--- config.mk ---
export PLATFORM = sky130hd
export DESIGN_NAME = csr_trap_unit
export DESIGN_NICKNAME = d
export VERILOG_FILES = /design/src/rtl/csr_trap_unit.sv
export SDC_FILE = /design/constraint.sdc
export NUM_CORES = 1
export LEC_CHECK = 0
export BUFFER_PORTS_ARGS = -buffer_cell sky130_fd_sc_hd__buf_2
export CAP_MARGIN = 25
export CORE_MARGIN = 10
export CORE_UTILIZATION = 58
export CTS_BUF_LIST = sky130_fd_sc_hd__clkbuf_8 sky130_fd_sc_hd__clkbuf_16
export CTS_CLUSTER_SIZE = 8
export DETAILED_ROUTE_END_ITERATION = 8
export PLACE_DENSITY_LB_ADDON = 0.05
export SLEW_MARGIN = 20
export SYNTH_ARGS = -nofsm -noshare
export SYNTH_HDL_FRONTEND = slang
export SYNTH_SLANG_ARGS = --single-unit
--- constraint.sdc ---
create_clock -name clk -period 3.8 [get_ports clk]
set_input_delay 0.57 -clock clk [delete_from_list [all_inputs] [get_ports clk]]
set_output_delay 0.57 -clock clk [all_outputs]
set_load 0.02 [all_outputs]
--- src/rtl/csr_trap_unit.sv ---
// csr_trap_unit: machine-mode CSR file with trap entry, mret, interrupt arbitration and 64-bit counters.
// Ports:
//   clk, rst                  clock and synchronous active-high reset
//   we_i/waddr_i/wdata_i      CSR write port (takes effect at the next rising edge)
//   raddr_i/rdata_o           combinational CSR read port
//   illegal_o                 current read/write access is illegal
//   trap_i/trap_cause_i/trap_pc_i/trap_val_i   synchronous exception entry
//   mret_i                    return from trap
//   retire_i                  one instruction retired (minstret increment)
//   irq_ext_i/irq_tmr_i/irq_sw_i   MEI/MTI/MSI lines, sampled into mip
//   irq_req_o/irq_cause_o     an enabled interrupt is pending, and its code
//   irq_take_i                core takes irq_cause_o this cycle
//   trap_target_o             handler address
//   mepc_o, priv_o            current mepc and privilege (11 = M, 00 = U)
module csr_trap_unit #(
    parameter int              XLEN      = 32,
    parameter logic [XLEN-1:0] MTVEC_RST = '0,
    parameter int              HART_ID   = 0,
    parameter bit              VEC_EN    = 1'b1
) (
    input  logic            clk,
    input  logic            rst,
    input  logic            we_i,
    input  logic [11:0]     waddr_i,
    input  logic [XLEN-1:0] wdata_i,
    input  logic [11:0]     raddr_i,
    output logic [XLEN-1:0] rdata_o,
    output logic            illegal_o,
    input  logic            trap_i,
    input  logic [4:0]      trap_cause_i,
    input  logic [XLEN-1:0] trap_pc_i,
    input  logic [XLEN-1:0] trap_val_i,
    input  logic            mret_i,
    input  logic            retire_i,
    input  logic            irq_ext_i,
    input  logic            irq_tmr_i,
    input  logic            irq_sw_i,
    output logic            irq_req_o,
    output logic [4:0]      irq_cause_o,
    input  logic            irq_take_i,
    output logic [XLEN-1:0] trap_target_o,
    output logic [XLEN-1:0] mepc_o,
    output logic [1:0]      priv_o
);
    localparam logic [1:0]      PRIV_M    = 2'b11;
    localparam logic [1:0]      PRIV_U    = 2'b00;
    localparam logic [XLEN-1:0] ALIGN     = ~XLEN'(3);
    localparam logic [XLEN-1:0] MIE_MASK  = XLEN'(12'h888);
    localparam logic [XLEN-1:0] MISA      = {((XLEN == 64) ? 2'd2 : 2'd1), {(XLEN-2){1'b0}}} | XLEN'(32'h0010_0100);
    localparam logic [XLEN-1:0] MTVEC_INI = VEC_EN ? MTVEC_RST : (MTVEC_RST & ALIGN);

    function automatic logic implemented(input logic [11:0] a);
        return a inside {12'h300, 12'h301, 12'h304, 12'h305, [12'h340:12'h344],
                         12'hB00, 12'hB02, 12'hB80, 12'hB82, [12'hF11:12'hF14]};
    endfunction

    function automatic logic read_only(input logic [11:0] a);
        return a inside {12'h301, [12'hF11:12'hF14]};
    endfunction

    logic [1:0]        priv;
    logic              status_mie, status_mpie;
    logic [1:0]        status_mpp;
    logic [XLEN-1:0]   mie, mtvec, mscratch, mepc, mcause, mtval;
    logic [2:0]        irq_q;
    logic [2*XLEN-1:0] mcycle, minstret, cyc_inc, ins_inc;
    logic [XLEN-1:0]   mstatus, mip, pend, base;
    logic              wr;

    assign mstatus = XLEN'({status_mpp, 3'b0, status_mpie, 3'b0, status_mie, 3'b0});
    assign mip     = XLEN'({irq_q[2], 3'b0, irq_q[1], 3'b0, irq_q[0], 3'b0});
    assign pend    = mip & mie;
    assign irq_req_o   = ((priv == PRIV_M && status_mie) || priv == PRIV_U) && |pend;
    assign irq_cause_o = pend[11] ? 5'd11 : pend[3] ? 5'd3 : pend[7] ? 5'd7 : 5'd0;
    // Vectoring only applies to an interrupt about to be taken; a concurrent exception uses the base.
    assign base          = mtvec & ALIGN;
    assign trap_target_o = (mtvec[1:0] == 2'b01 && irq_req_o && !trap_i) ? base + XLEN'({irq_cause_o, 2'b00}) : base;
    assign mepc_o = mepc;
    assign priv_o = priv;
    assign illegal_o = !implemented(raddr_i) || priv == PRIV_U ||
                       (we_i && (!implemented(waddr_i) || read_only(waddr_i)));
    // Trap, interrupt entry and mret all discard a same-cycle CSR write.
    assign wr = we_i && priv == PRIV_M && implemented(waddr_i) && !read_only(waddr_i) &&
                !trap_i && !irq_take_i && !mret_i;
    assign cyc_inc = mcycle + (2*XLEN)'(1);
    assign ins_inc = minstret + (2*XLEN)'(retire_i);

    always_comb begin
        rdata_o = '0;
        case (raddr_i)
            12'h300: rdata_o = mstatus;
            12'h301: rdata_o = MISA;
            12'h304: rdata_o = mie;
            12'h305: rdata_o = mtvec;
            12'h340: rdata_o = mscratch;
            12'h341: rdata_o = mepc;
            12'h342: rdata_o = mcause;
            12'h343: rdata_o = mtval;
            12'h344: rdata_o = mip;
            12'hB00: rdata_o = mcycle[XLEN-1:0];
            12'hB02: rdata_o = minstret[XLEN-1:0];
            12'hB80: rdata_o = mcycle[2*XLEN-1:XLEN];
            12'hB82: rdata_o = minstret[2*XLEN-1:XLEN];
            12'hF14: rdata_o = XLEN'(HART_ID);
            default: rdata_o = '0;
        endcase
    end

    always_ff @(posedge clk) begin
        if (rst) begin
            priv        <= PRIV_M;
            status_mie  <= 1'b0;
            status_mpie <= 1'b0;
            status_mpp  <= PRIV_M;
            mie         <= '0;
            mtvec       <= MTVEC_INI;
            mscratch    <= '0;
            mepc        <= '0;
            mcause      <= '0;
            mtval       <= '0;
            irq_q       <= '0;
            mcycle      <= '0;
            minstret    <= '0;
        end else begin
            irq_q <= {irq_ext_i, irq_tmr_i, irq_sw_i};
            // A write to one counter half replaces only that half's increment.
            mcycle   <= {(wr && waddr_i == 12'hB80) ? wdata_i : cyc_inc[2*XLEN-1:XLEN],
                         (wr && waddr_i == 12'hB00) ? wdata_i : cyc_inc[XLEN-1:0]};
            minstret <= {(wr && waddr_i == 12'hB82) ? wdata_i : ins_inc[2*XLEN-1:XLEN],
                         (wr && waddr_i == 12'hB02) ? wdata_i : ins_inc[XLEN-1:0]};
            if (trap_i || irq_take_i) begin
                mepc        <= trap_pc_i & ALIGN;
                mcause      <= trap_i ? XLEN'(trap_cause_i) : {1'b1, {(XLEN-6){1'b0}}, irq_cause_o};
                mtval       <= trap_i ? trap_val_i : '0;
                status_mpie <= status_mie;
                status_mie  <= 1'b0;
                status_mpp  <= priv;
                priv        <= PRIV_M;
            end else if (mret_i) begin
                status_mie  <= status_mpie;
                status_mpie <= 1'b1;
                priv        <= status_mpp;
                status_mpp  <= PRIV_U;
            end else if (wr) begin
                case (waddr_i)
                    12'h300: begin
                        status_mie  <= wdata_i[3];
                        status_mpie <= wdata_i[7];
                        status_mpp  <= (wdata_i[12:11] == PRIV_M) ? PRIV_M : PRIV_U;
                    end
                    12'h304: mie      <= wdata_i & MIE_MASK;
                    12'h305: mtvec    <= {wdata_i[XLEN-1:2], !VEC_EN ? 2'b00 : wdata_i[1] ? mtvec[1:0] : wdata_i[1:0]};
                    12'h340: mscratch <= wdata_i;
                    12'h341: mepc     <= wdata_i & ALIGN;
                    12'h342: mcause   <= wdata_i;
                    12'h343: mtval    <= wdata_i;
                    default: ;
                endcase
            end
        end
    end
endmodule

==> results of run 1 <==
-- cell families (layout without fill, tap and decap cells) --
group / count (synthesis) / count (layout) / synth area share, %
other cells: 1 / 5 / 0.0228
fa+ha+maj: 8 / 8 / 0.653
xor+xnor: 151 / 151 / 8.03
mux: 48 / 48 / 2.98
compound gates: 449 / 449 / 18.6
simple gates: 960 / 960 / 28.2
flops: 297 / 297 / 36.1
buf+inv: 227 / 355 / 5.42
-- sequential cells by signal (all words and copies together), names as in the netlist --
signal	flops
irq_q	3
mcause	32
mcycle	64
mepc_o	30
mie	3
minstret	64
mscratch	32
mtval	32
mtvec	31
priv_o	2
status_mie	1
status_mpie	1
status_mpp	2
-- worst reg2reg max path, stage by stage, from the launching register on --
cell and delay (ps):
dfxtp_1 510, nand4_2 180, or4_4 690, nor3_4 690, nand3_1 220, xor2_1 180, a211oi_1 220
-- final cells by class --
| cell class | instances | share of cell area (%) |
|---|---|---|
| Inverter | 22 | 0.435 |
| Clock inverter | 5 | 0.204 |
| Tap cell | 378 | 2.49 |
| Multi-Input combinational cell | 1621 | 51.4 |
| Timing Repair Buffer | 285 | 8.49 |
| Sequential cell | 297 | 31.3 |
| Clock buffer | 43 | 5.67 |
-- synthesized netlist by cell type (5+ instances only) --
cell type / n / area [sq um]
nand4_1: 54 / 338
or3_1: 7 / 43.8
nor4_1: 43 / 269
nor3_2: 5 / 50.1
nand2b_1: 5 / 31.3
xnor2_1: 76 / 666
a22oi_1: 58 / 435
buf_2: 9 / 45.0
dfxtp_1: 297 / 5950
nand2_1: 268 / 1010
a22o_1: 7 / 61.3
nor3_1: 112 / 561
a21oi_1: 138 / 691
inv_1: 22 / 82.6
nand3_1: 95 / 475
nor4b_1: 6 / 52.6
buf_4: 6 / 45.0
mux2i_1: 40 / 400
and2_1: 12 / 75.1
a211oi_1: 156 / 1170
a222oi_1: 29 / 290
xor2_1: 75 / 657
and4_1: 10 / 87.6
mux2_2: 8 / 90.1
buf_1: 13 / 48.8
and3_1: 25 / 156
or2_2: 7 / 43.8
nor3b_1: 33 / 248
nor2_1: 248 / 931
ha_1: 7 / 87.6
o21ai_0: 30 / 150
nand3b_1: 5 / 37.5
clkbuf_1: 176 / 661
nor2b_1: 8 / 50.1
-- what timing repair did --
action | in CTS | in global routing
pin swaps | 1 | 5
buffers inserted | 1 | 1
gates resized for setup | 4 | 14
gates cloned | 0 | 1
endpoints found under the setup margin | 25 | 14
-- report_power, final --
part | leakage, nW | switching (mW) | internal, mW | total [mW]
Sequential | 2.41 | 0.0490 | 3.18 | 3.23
Clock | 0.553 | 1.35 | 1.99 | 3.34
Combinational | 3.90 | 0.358 | 0.173 | 0.532
Total | 6.86 | 1.76 | 5.35 | 7.10
-- layer usage --
metal	share of wire [%]	wire length [um]
met5	0.012	7
met4	2.6	1550
met3	11	6750
met2	44	26300
met1	42	25000
-- through the flow --
step                TNS [ps]  total power [mW]
finish                     0              7.10
global route           -7.70              7.29
CTS                        0              7.10
detailed placement         0              3.81
global placement           0              3.80
floorplan                  0              3.59
-- worst min-delay path by stage --
stage                              from                        to  slack [ps]  cells after the start
2_1_floorplan    mcause[7]$_SDFFE_PP0P_    mcause[7]$_SDFFE_PP0P_         430                      2
3_3_place_gp   mscratch[1]$_SDFFE_PP0P_  mscratch[1]$_SDFFE_PP0P_         440                      2
3_5_place_dp     mcause[7]$_SDFFE_PP0P_    mcause[7]$_SDFFE_PP0P_         450                      2
4_1_cts                       irq_ext_i       irq_q[2]$_SDFF_PP0_         260                      2
5_1_grt                       irq_ext_i       irq_q[2]$_SDFF_PP0_         270                      2
6_report                      irq_ext_i       irq_q[2]$_SDFF_PP0_         260                      2
==> impl_summary.log, run 1 <==
[metrics] drt wl/cell: 22.5 um
[metrics] DR DRC count: 0
[metrics] top-level port count: 240
[metrics] minimum setup slack after placement: 242 ps
[metrics] starting density of the core: 59.0%
[metrics] first-pass GRT wire length: 91.1 mm
[metrics] vias in the first global route: 16100
[metrics] die height: 189 um
[metrics] width of the die: 189 um
[metrics] full die area: 0.0356 sq mm
[metrics] number of enable flip-flop cells after synthesis: 0
[metrics] total half-perimeter wirelength after legalization and detailed placement: 42.2 mm
[metrics] Worst Path Class, Setup: reg2out
[metrics] critical path endpoint category: output pin
[metrics] global-route total usage across every layer: 31.5%
[metrics] pin count of the biggest net entering global routing: 83
[metrics] worst setup path startpoint: mie[3]$_SDFFE_PP0P_
[metrics] Mapped Avg Cell Area: 7.70 sq um
[metrics] Antenna Nets Post-Route: 0
[metrics] commonest cells after routing, fill and taps aside: 296 x dfxtp_1, 268 x nand2_1, 244 x nor2_1, 226 x buf_2, 156 x a211oi_1
[metrics] share of synthesized flip-flops with an asynchronous set or reset: 0%
[metrics] PwrDens: 374 mW/mm^2
[metrics] TritonCTS Buffers: 43
[metrics] ANT cells: 0
[metrics] number of cell rows: 61
[metrics] Bufs and invs on worst path: 5
[metrics] M2 GR Usage: 47.6%
[metrics] CP dominant cell by count: buf_4
[metrics] longest individual stage delay on the worst path: 370 ps
[metrics] clock tree from TritonCTS: built
[metrics] Final Max Tran Viols: 0
[metrics] Hold Crit Class: in2reg
[metrics] unique cell type count in the Yosys netlist: 64
[metrics] outcome: complete, no violations
[metrics] Via-to-Cell Ratio: 6.44
[metrics] cell area after synthesis: 0.0165 sq mm
[metrics] destination of the worst register-to-register timing path: minstret[36]$_SDFF_PP0_
[metrics] router iterations before antenna repair: 7
[metrics] number of cells on the worst reg-to-reg path: 6
[metrics] met3 routing resource usage after global routing: 6.26%
[metrics] relative area change from synthesis to final layout: 15.1%
[metrics] Peak VDD IR: 307 uV
[metrics] met1 routing resource usage after global routing: 44.2%
[metrics] FF+latch area: 0.00595 sq mm
[metrics] final-report setup violation count: 0
[metrics] Core Area: 0.0279 sq mm
[metrics] maximum count of clock buffers along a single path: 3
[metrics] maximum clock frequency: 270 MHz
[metrics] setup slack of the most critical reg-to-reg path: 1020 ps
[metrics] cell with the largest stage delay on the worst path: fa_2
[metrics] Clock Latency Late Sink: 530 ps
[metrics] worst-path maximum fanout: 5
[metrics] minimum setup slack in the final design: 101 ps
[metrics] cells after synthesis: 2141
[metrics] final weighted congestion of routability-driven global placement: 0.963
[metrics] register clock-pin slew on the reported worst setup and hold paths: 50 ps
[metrics] instance count after placement with tap cells included: 2599
[metrics] transition time at the pin with the least slew margin: 973 ps
[metrics] Fin. Hold Viols: 0
[metrics] H-Tree Depth: 2
[metrics] post-layout util: 67.9%
[metrics] Yosys warning count: 0
[metrics] cell family with most CP delay: buffers and inverters
[metrics] Post-DP Area: 0.0178 sq mm
[metrics] Reg-to-Reg Start: minstret[7]$_SDFF_PP0_
[metrics] flops & latches, synth: 297
[metrics] Root Buffer: clkbuf_16
[metrics] commonest non-fill, non-tap cell in the layout: dfxtp_1
[metrics] filler cell count in the final layout: 2482
[metrics] hold slack final: 258 ps
[metrics] leakage power figure: 6.86 nW
[metrics] share of the yosys chip area belonging to registers: 36.1%
[metrics] critical path data required time: 3230 ps
[metrics] number of nets in the finished design: 2413
[metrics] number of logic stages on the critical path including buffering: 13
[metrics] IO Port Bufs: 232
[metrics] Detailed Route WL: 59.6 mm
[metrics] critical path cell sequence: a222oi_1 > buf_4 > inv_1 > buf_4 > ha_2 > fa_2 > a21o_1 > a21oi_4 > nor3_4 > buf_4 > nand4_1 > xnor2_1 > buf_4
[metrics] kind of launch point of the worst setup path: flop
[metrics] fin area: 0.0190 sq mm
[metrics] footprint of the multi-input gates: 0.00974 sq mm
[metrics] Worst slew margin: 34.6%
[metrics] fraction of final layout cells with drive strength greater than 1: 17.0%
[metrics] number of antenna violations at the first check in global routing: 1
[metrics] Fin Clk Skew: 20.9 ps
[metrics] share of the clock period used by the worst path after layout: 97.3%
[metrics] maximum capacitance violations: 0
[metrics] total congestion overflow: 0
[metrics] most common flop cell mapped by yosys: dfxtp_1
[metrics] critical path capture point: trap_target_o[30]
[metrics] Initial DRC Count: 2297
[metrics] arrival time of the worst setup path: 3130 ps
[metrics] busiest layer in global routing: met2
[metrics] final period demand of the worst path: 3700 ps
[metrics] Post-Layout Cell Count: 2651
[metrics] via count of the routed design: 17100
[metrics] count of hold buffers inserted by post-cts repair: 0
[metrics] Sink Count: 297
No activity file was read; power rests on OpenSTA's default activity.
==> run 2: changes to the inputs <==
- PLACE_DENSITY: unset -> 0.83
- PLACE_DENSITY_LB_ADDON: 0.05 -> unset
==> run 2 against run 1 <==
Compared with the run above:
- fmax decreased by 0.70%
- sequential power about the same
- cell count decreased by 0.15%
- routed wire length decreased by 1.3%
==> impl_summary.log, run 2 (synthesized netlist as in run 1, its figures left out) <==
[metrics] worst setup path startpoint: irq_q[0]$_SDFF_PP0_
[metrics] FF+latch area: 0.00595 sq mm
[metrics] met3 routing resource usage after global routing: 6.74%
[metrics] busiest layer in global routing: met2
[metrics] switching power of the nets: 1.75 mW
[metrics] width of the die: 189 um
[metrics] critical path endpoint category: output pin
[metrics] fraction of final layout cells with drive strength greater than 1: 17.1%
[metrics] PwrDens: 375 mW/mm^2
[metrics] Final Max Tran Viols: 0
[metrics] leakage power figure: 6.84 nW
[metrics] register clock-pin slew on the reported worst setup and hold paths: 50 ps
[metrics] router iterations before antenna repair: 9
[metrics] Initial DRC Count: 2347
[metrics] final weighted congestion of routability-driven global placement: 0.967
[metrics] proportion of power drawn by the clock network: 47.3%
[metrics] final-report setup violation count: 0
[metrics] internal power: 5.39 mW
[metrics] starting density of the core: 59.0%
[metrics] sequential power share: 45.3%
[metrics] critical path data required time: 3230 ps
[metrics] Fin Clk Skew: 22.4 ps
[metrics] number of logic stages on the critical path including buffering: 11
[metrics] start point of the worst hold path: irq_sw_i
[metrics] worst-path maximum fanout: 6
[metrics] commonest cells after routing, fill and taps aside: 294 x dfxtp_1, 268 x nand2_1, 244 x nor2_1, 224 x buf_2, 156 x a211oi_1
[metrics] ANT cells: 0
[metrics] Sink Count: 297
[metrics] maximum capacitance violations: 0
[metrics] via count of the routed design: 17200
[metrics] Fin. Hold Viols: 0
[metrics] number of cell rows: 61
[metrics] hold slack final: 238 ps
[metrics] number of cells on the worst reg-to-reg path: 7
[metrics] Bufs and invs on worst path: 3
[metrics] Gate power share: 7.4%
[metrics] final period demand of the worst path: 3730 ps
[metrics] relative area change from synthesis to final layout: 15.5%
[metrics] clock tree from TritonCTS: built
[metrics] cell family with most CP delay: compound AO/OA/AOI/OAI gates
[metrics] arrival time of the worst setup path: 3160 ps
[metrics] fin area: 0.0190 sq mm
[metrics] maximum clock frequency: 268 MHz
[metrics] global-route total usage across every layer: 31.3%
[metrics] Antenna Nets Post-Route: 0
[metrics] Worst slew margin: 28.8%
[metrics] Peak VDD IR: 310 uV
[metrics] Hold Crit Class: in2reg
[metrics] cell with the largest stage delay on the worst path: or3_4
[metrics] critical path cell sequence: a222oi_1 > buf_4 > clkinvlp_4 > ha_4 > a21o_1 > a21o_1 > a21oi_4 > or3_4 > nor4_4 > xor2_1 > buf_4
[metrics] filler cell count in the final layout: 2370
[metrics] longest individual stage delay on the worst path: 410 ps
[metrics] outcome: complete, no violations
[metrics] maximum count of clock buffers along a single path: 3
[metrics] destination of the worst register-to-register timing path: minstret[40]$_SDFF_PP0_
[metrics] footprint of the multi-input gates: 0.00979 sq mm
[metrics] Reg-to-Reg Start: minstret[0]$_SDFF_PP0_
[metrics] H-Tree Depth: 2
[metrics] minimum setup slack after placement: 245 ps
[metrics] Via-to-Cell Ratio: 6.51
[metrics] pin count of the biggest net entering global routing: 100
[metrics] commonest non-fill, non-tap cell in the layout: dfxtp_1
[metrics] die height: 189 um
[metrics] M2 GR Usage: 48.9%
[metrics] Root Buffer: clkbuf_16
[metrics] IO Port Bufs: 232
[metrics] DR DRC count: 0
[metrics] top-level port count: 240
[metrics] number of nets in the finished design: 2409
[metrics] kind of launch point of the worst setup path: flop
[metrics] Clock Latency Late Sink: 540 ps
[metrics] met1 routing resource usage after global routing: 42.0%
[metrics] setup slack of the most critical reg-to-reg path: 1080 ps
[metrics] Switching Share: 24.5%
[metrics] first-pass GRT wire length: 90.9 mm
[metrics] vias in the first global route: 16300
[metrics] transition time at the pin with the least slew margin: 1070 ps
[metrics] RSZ-0062 raised after global routing: yes
[metrics] number of antenna violations at the first check in global routing: 0
[metrics] total congestion overflow: 0
[metrics] Worst Path Class, Setup: reg2out
[metrics] full die area: 0.0356 sq mm
[metrics] minimum setup slack in the final design: 74.7 ps
[metrics] Post-DP Area: 0.0177 sq mm
[metrics] TritonCTS Buffers: 43
[metrics] critical path capture point: trap_target_o[19]
[metrics] Largest regs: mcycle x64, minstret x64
[metrics] total half-perimeter wirelength after legalization and detailed placement: 41.7 mm
[metrics] Detailed Route WL: 58.8 mm
[metrics] drt wl/cell: 22.2 um
[metrics] Core Area: 0.0279 sq mm
[metrics] share of the clock period used by the worst path after layout: 98.0%
run 2: cell types whose count changed in the layout (fill, tap and decap cells not counted), sizes merged:
cell      previous run  this run
buf                284       279
clkbuf              44        45
clkinv               1         2
clkinvlp             0         1
inv                 26        23
or3                  7         8
run 2: cell type report:
| type | instances | share of cell area [%] |
|---|---|---|
| flip-flops and latches | 297 | 31.3 |
| multi-input cells | 1622 | 51.4 |
| well taps | 378 | 2.49 |
| inverters | 22 | 0.454 |
| repair buffers | 280 | 8.37 |
| clock buffers | 44 | 5.79 |
| clock inverters | 4 | 0.197 |
run 2: worst min path at each step:
stage / end / slack [ps] / depth (start not counted)
2_1_floorplan: mcause[7]$_SDFFE_PP0P_ / 430 / 2
3_3_place_gp: mcause[7]$_SDFFE_PP0P_ / 440 / 2
3_5_place_dp: mscratch[12]$_SDFFE_PP0P_ / 450 / 2
4_1_cts: irq_q[0]$_SDFF_PP0_ / 230 / 2
5_1_grt: irq_q[0]$_SDFF_PP0_ / 250 / 2
6_report: irq_q[0]$_SDFF_PP0_ / 240 / 2
run 2: layer usage:
metal	wire [um]	vias up
met5	0	-
met4	1670	0
met3	7460	112
met2	26500	1121
met1	23200	8085
li1	-	7922
run 2: timing repair:
action | 4_1_cts | 5_1_grt
hold buffers | 0 | 0
pin swaps | 1 | 7
resized for setup | 1 | 23
endpoints found under the hold margin | 0 | 0
endpoints found under the setup margin | 24 | 20
cloned | 0 | 1
setup buffers | 1 | 5
run 2: power by group through the flow:
stage | Clock, mW | Sequential [mW] | Combinational (mW)
6_report | 3.38 | 3.23 | 0.526
5_1_grt | 3.52 | 3.24 | 0.564
4_1_cts | 3.38 | 3.23 | 0.511
3_5_place_dp | 0 | 3.29 | 0.508
3_3_place_gp | 0 | 3.29 | 0.501
2_1_floorplan | 0 | 3.30 | 0.286
run 2: metrics by stage:
| stage | instances | power (mW) | util, % | TNS [ps] |
|---|---|---|---|---|
| floorplan | 2145 | 3.59 | - | 0 |
| global placement | 2590 | 3.79 | 63.3 | 0 |
| detailed placement | 2591 | 3.80 | 63.4 | 0 |
| CTS | 2640 | 7.12 | 67.5 | 0 |
| global route | 2647 | 7.32 | 68.1 | -470 |
| finish | 2647 | 7.14 | 68.1 | 0 |
